[src/rtl/cmp_pkg.sv]
// Shared definitions for the registered magnitude comparator.
package cmp_pkg;

  // Default block geometry.
  localparam int DEFAULT_WIDTH = 2;
  localparam int DEFAULT_CNT_W = 16;

  // One-hot {gt, eq, lt} result encodings.
  localparam logic [2:0] CMP_GT = 3'b100;
  localparam logic [2:0] CMP_EQ = 3'b010;
  localparam logic [2:0] CMP_LT = 3'b001;

  // Map a resolved (gt, eq) pair onto the one-hot result triple.
  function automatic logic [2:0] cmp_encode(input logic gt, input logic eq);
    if (gt)      return CMP_GT;
    else if (eq) return CMP_EQ;
    else         return CMP_LT;
  endfunction

endpackage

[src/rtl/cmp_cell.sv]
// Merges the (gt, eq) status of two adjacent bit groups into the status of
// their concatenation. The high group decides unless it is equal.
module cmp_cell (
  input  logic hi_gt,
  input  logic hi_eq,
  input  logic lo_gt,
  input  logic lo_eq,
  output logic gt,
  output logic eq
);

  assign gt = hi_gt | (hi_eq & lo_gt);
  assign eq = hi_eq & lo_eq;

endmodule

[src/rtl/greater_than.sv]
// Registered magnitude comparator: a balanced tree of cmp_cell resolves
// a vs b, then one register stage holds the one-hot result, a valid flag and
// a saturating count of greater-than results.
module greater_than
  import cmp_pkg::*;
#(
  parameter int WIDTH = DEFAULT_WIDTH,
  parameter int CNT_W = DEFAULT_CNT_W
) (
  input  logic             clk,
  input  logic             rst_n,
  input  logic             in_valid,
  input  logic [WIDTH-1:0] a,
  input  logic [WIDTH-1:0] b,
  input  logic             signed_mode,
  input  logic             cnt_clr,
  output logic             out_valid,
  output logic             gt,
  output logic             eq,
  output logic             lt,
  output logic [CNT_W-1:0] gt_count
);

  // Leaves are padded up to a power of two; padding leaves read as "equal"
  // so they never influence the result.
  localparam int LEAVES = 1 << $clog2(WIDTH);
  localparam logic [CNT_W-1:0] CNT_MAX = '1;

  // Heap-ordered tree: node k has children 2k (low half) and 2k+1 (high
  // half); leaf for bit i sits at LEAVES+i; the root is node 1.
  logic [2*LEAVES-1:1] node_gt;
  logic [2*LEAVES-1:1] node_eq;

  genvar gi;
  generate
    for (gi = 0; gi < LEAVES; gi++) begin : g_leaf
      if (gi >= WIDTH) begin : g_pad
        assign node_gt[LEAVES+gi] = 1'b0;
        assign node_eq[LEAVES+gi] = 1'b1;
      end else if (gi == WIDTH - 1) begin : g_msb
        // In signed mode a set sign bit means smaller, so the MSB leaf flips.
        assign node_gt[LEAVES+gi] = signed_mode ? (~a[gi] & b[gi]) : (a[gi] & ~b[gi]);
        assign node_eq[LEAVES+gi] = a[gi] ~^ b[gi];
      end else begin : g_bit
        assign node_gt[LEAVES+gi] = a[gi] & ~b[gi];
        assign node_eq[LEAVES+gi] = a[gi] ~^ b[gi];
      end
    end

    for (gi = 1; gi < LEAVES; gi++) begin : g_node
      cmp_cell u_cell (
        .hi_gt (node_gt[2*gi+1]),
        .hi_eq (node_eq[2*gi+1]),
        .lo_gt (node_gt[2*gi]),
        .lo_eq (node_eq[2*gi]),
        .gt    (node_gt[gi]),
        .eq    (node_eq[gi])
      );
    end
  endgenerate

  logic [2:0] result;
  assign result = cmp_encode(node_gt[1], node_eq[1]);

  // Result registers: capture on accepted pairs, hold otherwise.
  // NOTE: sequential state uses non-blocking assignments so every register
  // samples pre-edge values regardless of block evaluation order.
  always_ff @(posedge clk) begin
    // NOTE: reset is synchronous and active-low; it is just the highest
    // priority branch, and an in_valid in the same cycle is dropped.
    if (!rst_n) begin
      out_valid     <= 1'b0;
      {gt, eq, lt}  <= 3'b000;
    end else begin
      out_valid <= in_valid;
      if (in_valid) begin
        {gt, eq, lt} <= result;
      end
    end
  end

  // Saturating greater-than counter; clear wins over increment.
  always_ff @(posedge clk) begin
    if (!rst_n) begin
      gt_count <= '0;
    end else if (cnt_clr) begin
      gt_count <= '0;
    end else if (in_valid && node_gt[1] && (gt_count != CNT_MAX)) begin
      gt_count <= gt_count + CNT_W'(1);
    end
  end

endmodule

[config.mk]
export PLATFORM = sky130hd
export DESIGN_NAME = greater_than
export DESIGN_NICKNAME = d
export VERILOG_FILES = /design/src/rtl/cmp_pkg.sv /design/src/rtl/cmp_cell.sv /design/src/rtl/greater_than.sv
export SDC_FILE = /design/constraint.sdc
export NUM_CORES = 1
export LEC_CHECK = 0
export ABC_CLOCK_PERIOD_IN_PS = 2920
export CAP_MARGIN = 20
export CORE_ASPECT_RATIO = 1.2
export CORE_MARGIN = 2
export CORE_UTILIZATION = 35
export CTS_BUF_LIST = sky130_fd_sc_hd__clkbuf_8
export CTS_CLUSTER_DIAMETER = 120
export DETAILED_ROUTE_END_ITERATION = 8
export PLACE_DENSITY = 0.58
export SLEW_MARGIN = 20
export SYNTH_ARGS = -nofsm -noshare
export SYNTH_HDL_FRONTEND = slang
export SYNTH_SLANG_ARGS = --single-unit
[constraint.sdc]
create_clock -name clk -period 2.92 [get_ports clk]
set_clock_uncertainty 0.15 [all_clocks]
set_input_delay 0.584 -clock clk [delete_from_list [all_inputs] [get_ports clk]]
set_output_delay 0.584 -clock clk [all_outputs]
set_load 0.02 [all_outputs]
# After elaboration in Yosys (flattened, before gate mapping)
# Index checks and enable logic that the tools add are counted.
[classes]
addsub = 1
n_eq_ne = 1
muxes = 3
bitwise_logic = 12
n_reduce_logical = 3
[ops]
columns = ["op", "count"]
rows = [
  ["$add A16 B1 Y16 const B", 1],
  ["$ne A16 B16 Y1 const B", 1],
  ["$and A1 B1 Y1", 5],
  ["$not A1 Y1", 4],
  ["$mux W3", 1],
  ["$logic_and A1 B1 Y1", 2],
  ["$mux W2", 1],
  ["$reduce_or A2 Y1", 1],
  ["$xnor A1 B1 Y1", 2],
  ["$mux W1", 1],
  ["$or A1 B1 Y1", 1],
]
[word_totals]
register_bits = 20
in_bits = 9
output_inout_bits = 20

# Longest topological paths before layout
[logic_depth]
ltp_word = 6
ltp_mapped = 7
depth_no_buf = 6

# By module
# A second synthesis with hierarchy kept.
[hier_totals]
hier_cells = 123
hier_area_um2 = 1102.3
[modules_own_cells]
columns = ["mod", "instances", "cells_each", "area_each_um2"]
rows = [
  ["greater_than", 1, 121, 1087.3],
  ["cmp_cell", 1, 2, 15.0],
]

# Worst setup path before layout
# OpenSTA, ideal clock, no wires.
[synth_timing]
path_kind = "input port to flip-flop"
from = "input a[1]"
to = "register gt_count[11]"
setup_ns = 0.070
arrival_ns = 2.016
required_time_ns = 2.700
setup_slack_ns = 0.684
cell_stages = 6
path_buffers = 0
cell_sequence = "inv_1 > ha_1 > nand2_1 > a2111o_1 > or4_1 > a21oi_1"
[synth_between]
elab_chain_len = 6
word_cells_on_any_way = 9
classes_between = "mux (1); bitwise (6); reduce/logical (2)"
[synth_rtl]
columns = ["element", "line", "rtl"]
rows = [
  ["start, declared", "greater_than.sv:13", "input logic [WIDTH-1:0] a,"],
  ["$not A1 Y1", "greater_than.sv:42", "assign node_gt[LEAVES+gi] = signed_mode ? (~a[gi] & b[gi]) : (a[gi] & ~b[gi]);"],
  ["$and A1 B1 Y1", "greater_than.sv:42", ""],
  ["$mux W1", "greater_than.sv:42", ""],
  ["$or A1 B1 Y1 (*)", "cmp_cell.sv:12", "assign gt = hi_gt | (hi_eq & lo_gt);"],
  ["$logic_and A1 B1 Y1 (*) (2 in series)", "greater_than.sv:88", "end else if (in_valid && node_gt[1] && (gt_count != CNT_MAX)) begin"],
  ["end signal, assigned", "greater_than.sv:89", "gt_count <= gt_count + CNT_W'(1);"],
  ["end, declared", "greater_than.sv:21", "output logic [CNT_W-1:0] gt_count"],
]
# Mark *: on every way between the ends. The rest lies on a longest branch, timed or not.
# A chain may end at the register's enable or synchronous reset.

# Worst setup path after layout
[layout_timing]
from = "input a[1]"
to = "register gt_count[9]"
# Same word-level chain as after synthesis.

==> reports/qor.csv <==
metric;value;unit
max_freq;383;MHz
core;0.00311;sq mm
power_density;343;mW/mm^2
syn_inst;135;
wl_per_cell;13.2;um
min_period;2610;ps
p_leak;0.492;nW
cpPeakStageDelay;500;ps
fin_tns_setup;0;ps
std_cell_rows;22;
cts_tree;yes;
hp-class;register to register;
area_growth;29.4;%
synth-seq-cells;20;
cts_post_setup_buffers_inserted;0;
place.gp.congestion;0.794;
holdCritStartpoint;eq;
start_util;0.373;
drive_gt1_frac;0.0798;
die_x;56.6;um
syn_area;0.00116;sq mm
vias;1136;
clk_path_buf_depth;2;
pre_cts_ws;38.2;ps
cts_root_buffer;clkbuf_8;
rr_endpoint;gt_count[4];
outcome;finished clean;
whs_path_depth;2;
fillers;313;
r2r_start;gt_count[0];
path_clk_slew;70;ps
reg2reg_depth;6;
drtPass1Iterations;4;
placedInstanceArea;0.00146;sq mm
arrival;2650;ps
drt_wl_total;2.64;mm
synth_fp_nets;148;
fin_area;0.00150;sq mm
route.detailed.drc;0;
postCtsHoldBufs;0;
relSlewSlack;0.630;
syn_avg_cell_area;8.59;sq um
clock_sinks;20;
nets;178;
ioPinCount;29;
cp-start-kind;primary input;
holdPathEnd;eq;
fin_crit_sh;0.895;
synthArstFlopShare;0;
slew_violations;0;
vias_per_cell;5.71;
cp_max_fo;10;
dp_hpwl;1.99;mm
peakVddDrop;175;uV
yosysUniqueCellTypes;40;
final-setup-viol-count;0;
synth_warnings;0;
synth_ff_type;dfxtp_1;
grt_overflow;0;
crit_type;primary input to register;
grt_pass1_wl;4.42;mm
grt_max_degree;14;
grt_pass1_vias;1013;
drt_iter0_drc;22;
critPathSlowestCell;a2111o_1;
numCtsBuffers;3;
worstMarginPinSlew;550;ps
seq_area_frac_synth;0.345;
synth_enable_flop_cells;0;
antenna_found_initial;0;
cts_resized;0;
n_antenna_cell;0;
maxCapViolations;0;
die_h;67.1;um
cp.required;2960;ps
hold_ws;324;ps
cp_cell_sequence;clkdlybuf4s50_1 -> inv_1 -> ha_1 -> nand2_1 -> a2111o_1 -> or4_1 -> a21oi_1;
grt.total_usage;0.148;
end_kind;register;
portBuffers;28;
fin_ws;306;ps
drtAntennaViolNets;0;
design.die.area;0.00379;sq mm
hold_violations;0;
cts_htree_levels;1;
clock_latency;260;ps
r2r_slack;590;ps
rsz0062_at_grt;no;
cell usage after synthesis (3+ instances only):
master    number  share of area
a211oi_1       5          0.032
a21oi_1        9          0.039
and2_1         3          0.016
and4_1         3          0.023
clkbuf_1       3         0.0097
dfxtp_1       20           0.35
ha_1           4          0.043
inv_1          8          0.026
mux2i_1        5          0.043
nand2_1       17          0.055
nand2b_1       3          0.016
nand3_1        5          0.022
nand4_1        3          0.016
nor2_1         4          0.013
o21ai_0        3          0.013
o31ai_1        4          0.026
or4_1          6          0.039
logic make-up (layout without fill, tap and decap cells):
kind of cell | count (synthesis) | after routing | synth area share
and+or+nand+nor | 57 | 57 | 0.286
DFF | 20 | 20 | 0.345
buffers and inverters | 14 | 42 | 0.0669
AOI/OAI and AO/OA | 33 | 33 | 0.196
adders and majority gates | 4 | 4 | 0.0432
muxes | 7 | 7 | 0.0626
cell type report:
class                      count  area [sq um]  area share
tap                           36          45.0      0.0300
multi-input combinational    101           682       0.454
clock buffer                   3          41.3      0.0275
sequential                    20           400       0.267
timing repair buffer          31           303       0.202
inverter                       8          30.0      0.0200
flip-flops by register name, summed over array words and instances, names as in the netlist:
name / cells
out_valid: 1
lt: 1
gt_count: 16
gt: 1
eq: 1
through the flow:
step | total power, W | utilization | std cells
2_1_floorplan | 0.000315 | - | 135
3_3_place_gp | 0.000341 | 0.469 | 196
3_5_place_dp | 0.000342 | 0.469 | 196
6_report | 0.000515 | 0.483 | 199
4_1_cts | 0.000524 | 0.483 | 199
5_1_grt | 0.000537 | 0.483 | 199
metal layers:
| metal | share of wire | track usage |
|---|---|---|
| met4 | 0.012 | 0.0565 |
| met3 | 0.030 | 0.0252 |
| met2 | 0.47 | 0.249 |
| met1 | 0.49 | 0.189 |
| met5 | 0 | 0 |
worst max-delay path, delay by kind of cell:
family	cells	cell delay, ps
simple gates	2	600
fa+ha+maj	1	300
buf+inv	2	530
compound gates	2	650
report_power, final:
| group | leakage, nW | switching (W) | internal [W] | total, W |
|---|---|---|---|---|
| Clock | 0.0216 | 0.0000883 | 0.0000918 | 0.000180 |
| Sequential | 0.162 | 0.00000224 | 0.000277 | 0.000279 |
| Combinational | 0.308 | 0.0000284 | 0.0000279 | 0.0000563 |
| Total | 0.492 | 0.000119 | 0.000396 | 0.000515 |
worst max path at each step:
stage	slack, ps	start	cells past startpoint	to
after floorplan	680	a[1]	6	gt_count[11]
after global placement	100	a[1]	7	gt_count[11]
after detailed placement	40	a[1]	7	gt_count[9]
after CTS	300	a[1]	7	gt_count[9]
after global routing	160	a[1]	7	gt_count[9]
final	310	a[1]	7	gt_count[9]
cell usage in the layout, fill, tap and decap left out, types with 4 or more instances in the layout:
cell,Yosys,layout
a211oi_1,5,5
a21oi_1,9,9
clkdlybuf4s50_1,0,28
dfxtp_1,20,20
ha_1,4,4
inv_1,8,8
mux2i_1,5,5
nand2_1,17,17
nand3_1,5,5
nor2_1,4,4
o31ai_1,4,4
or4_1,6,6
(Power assumes the default switching activity.)
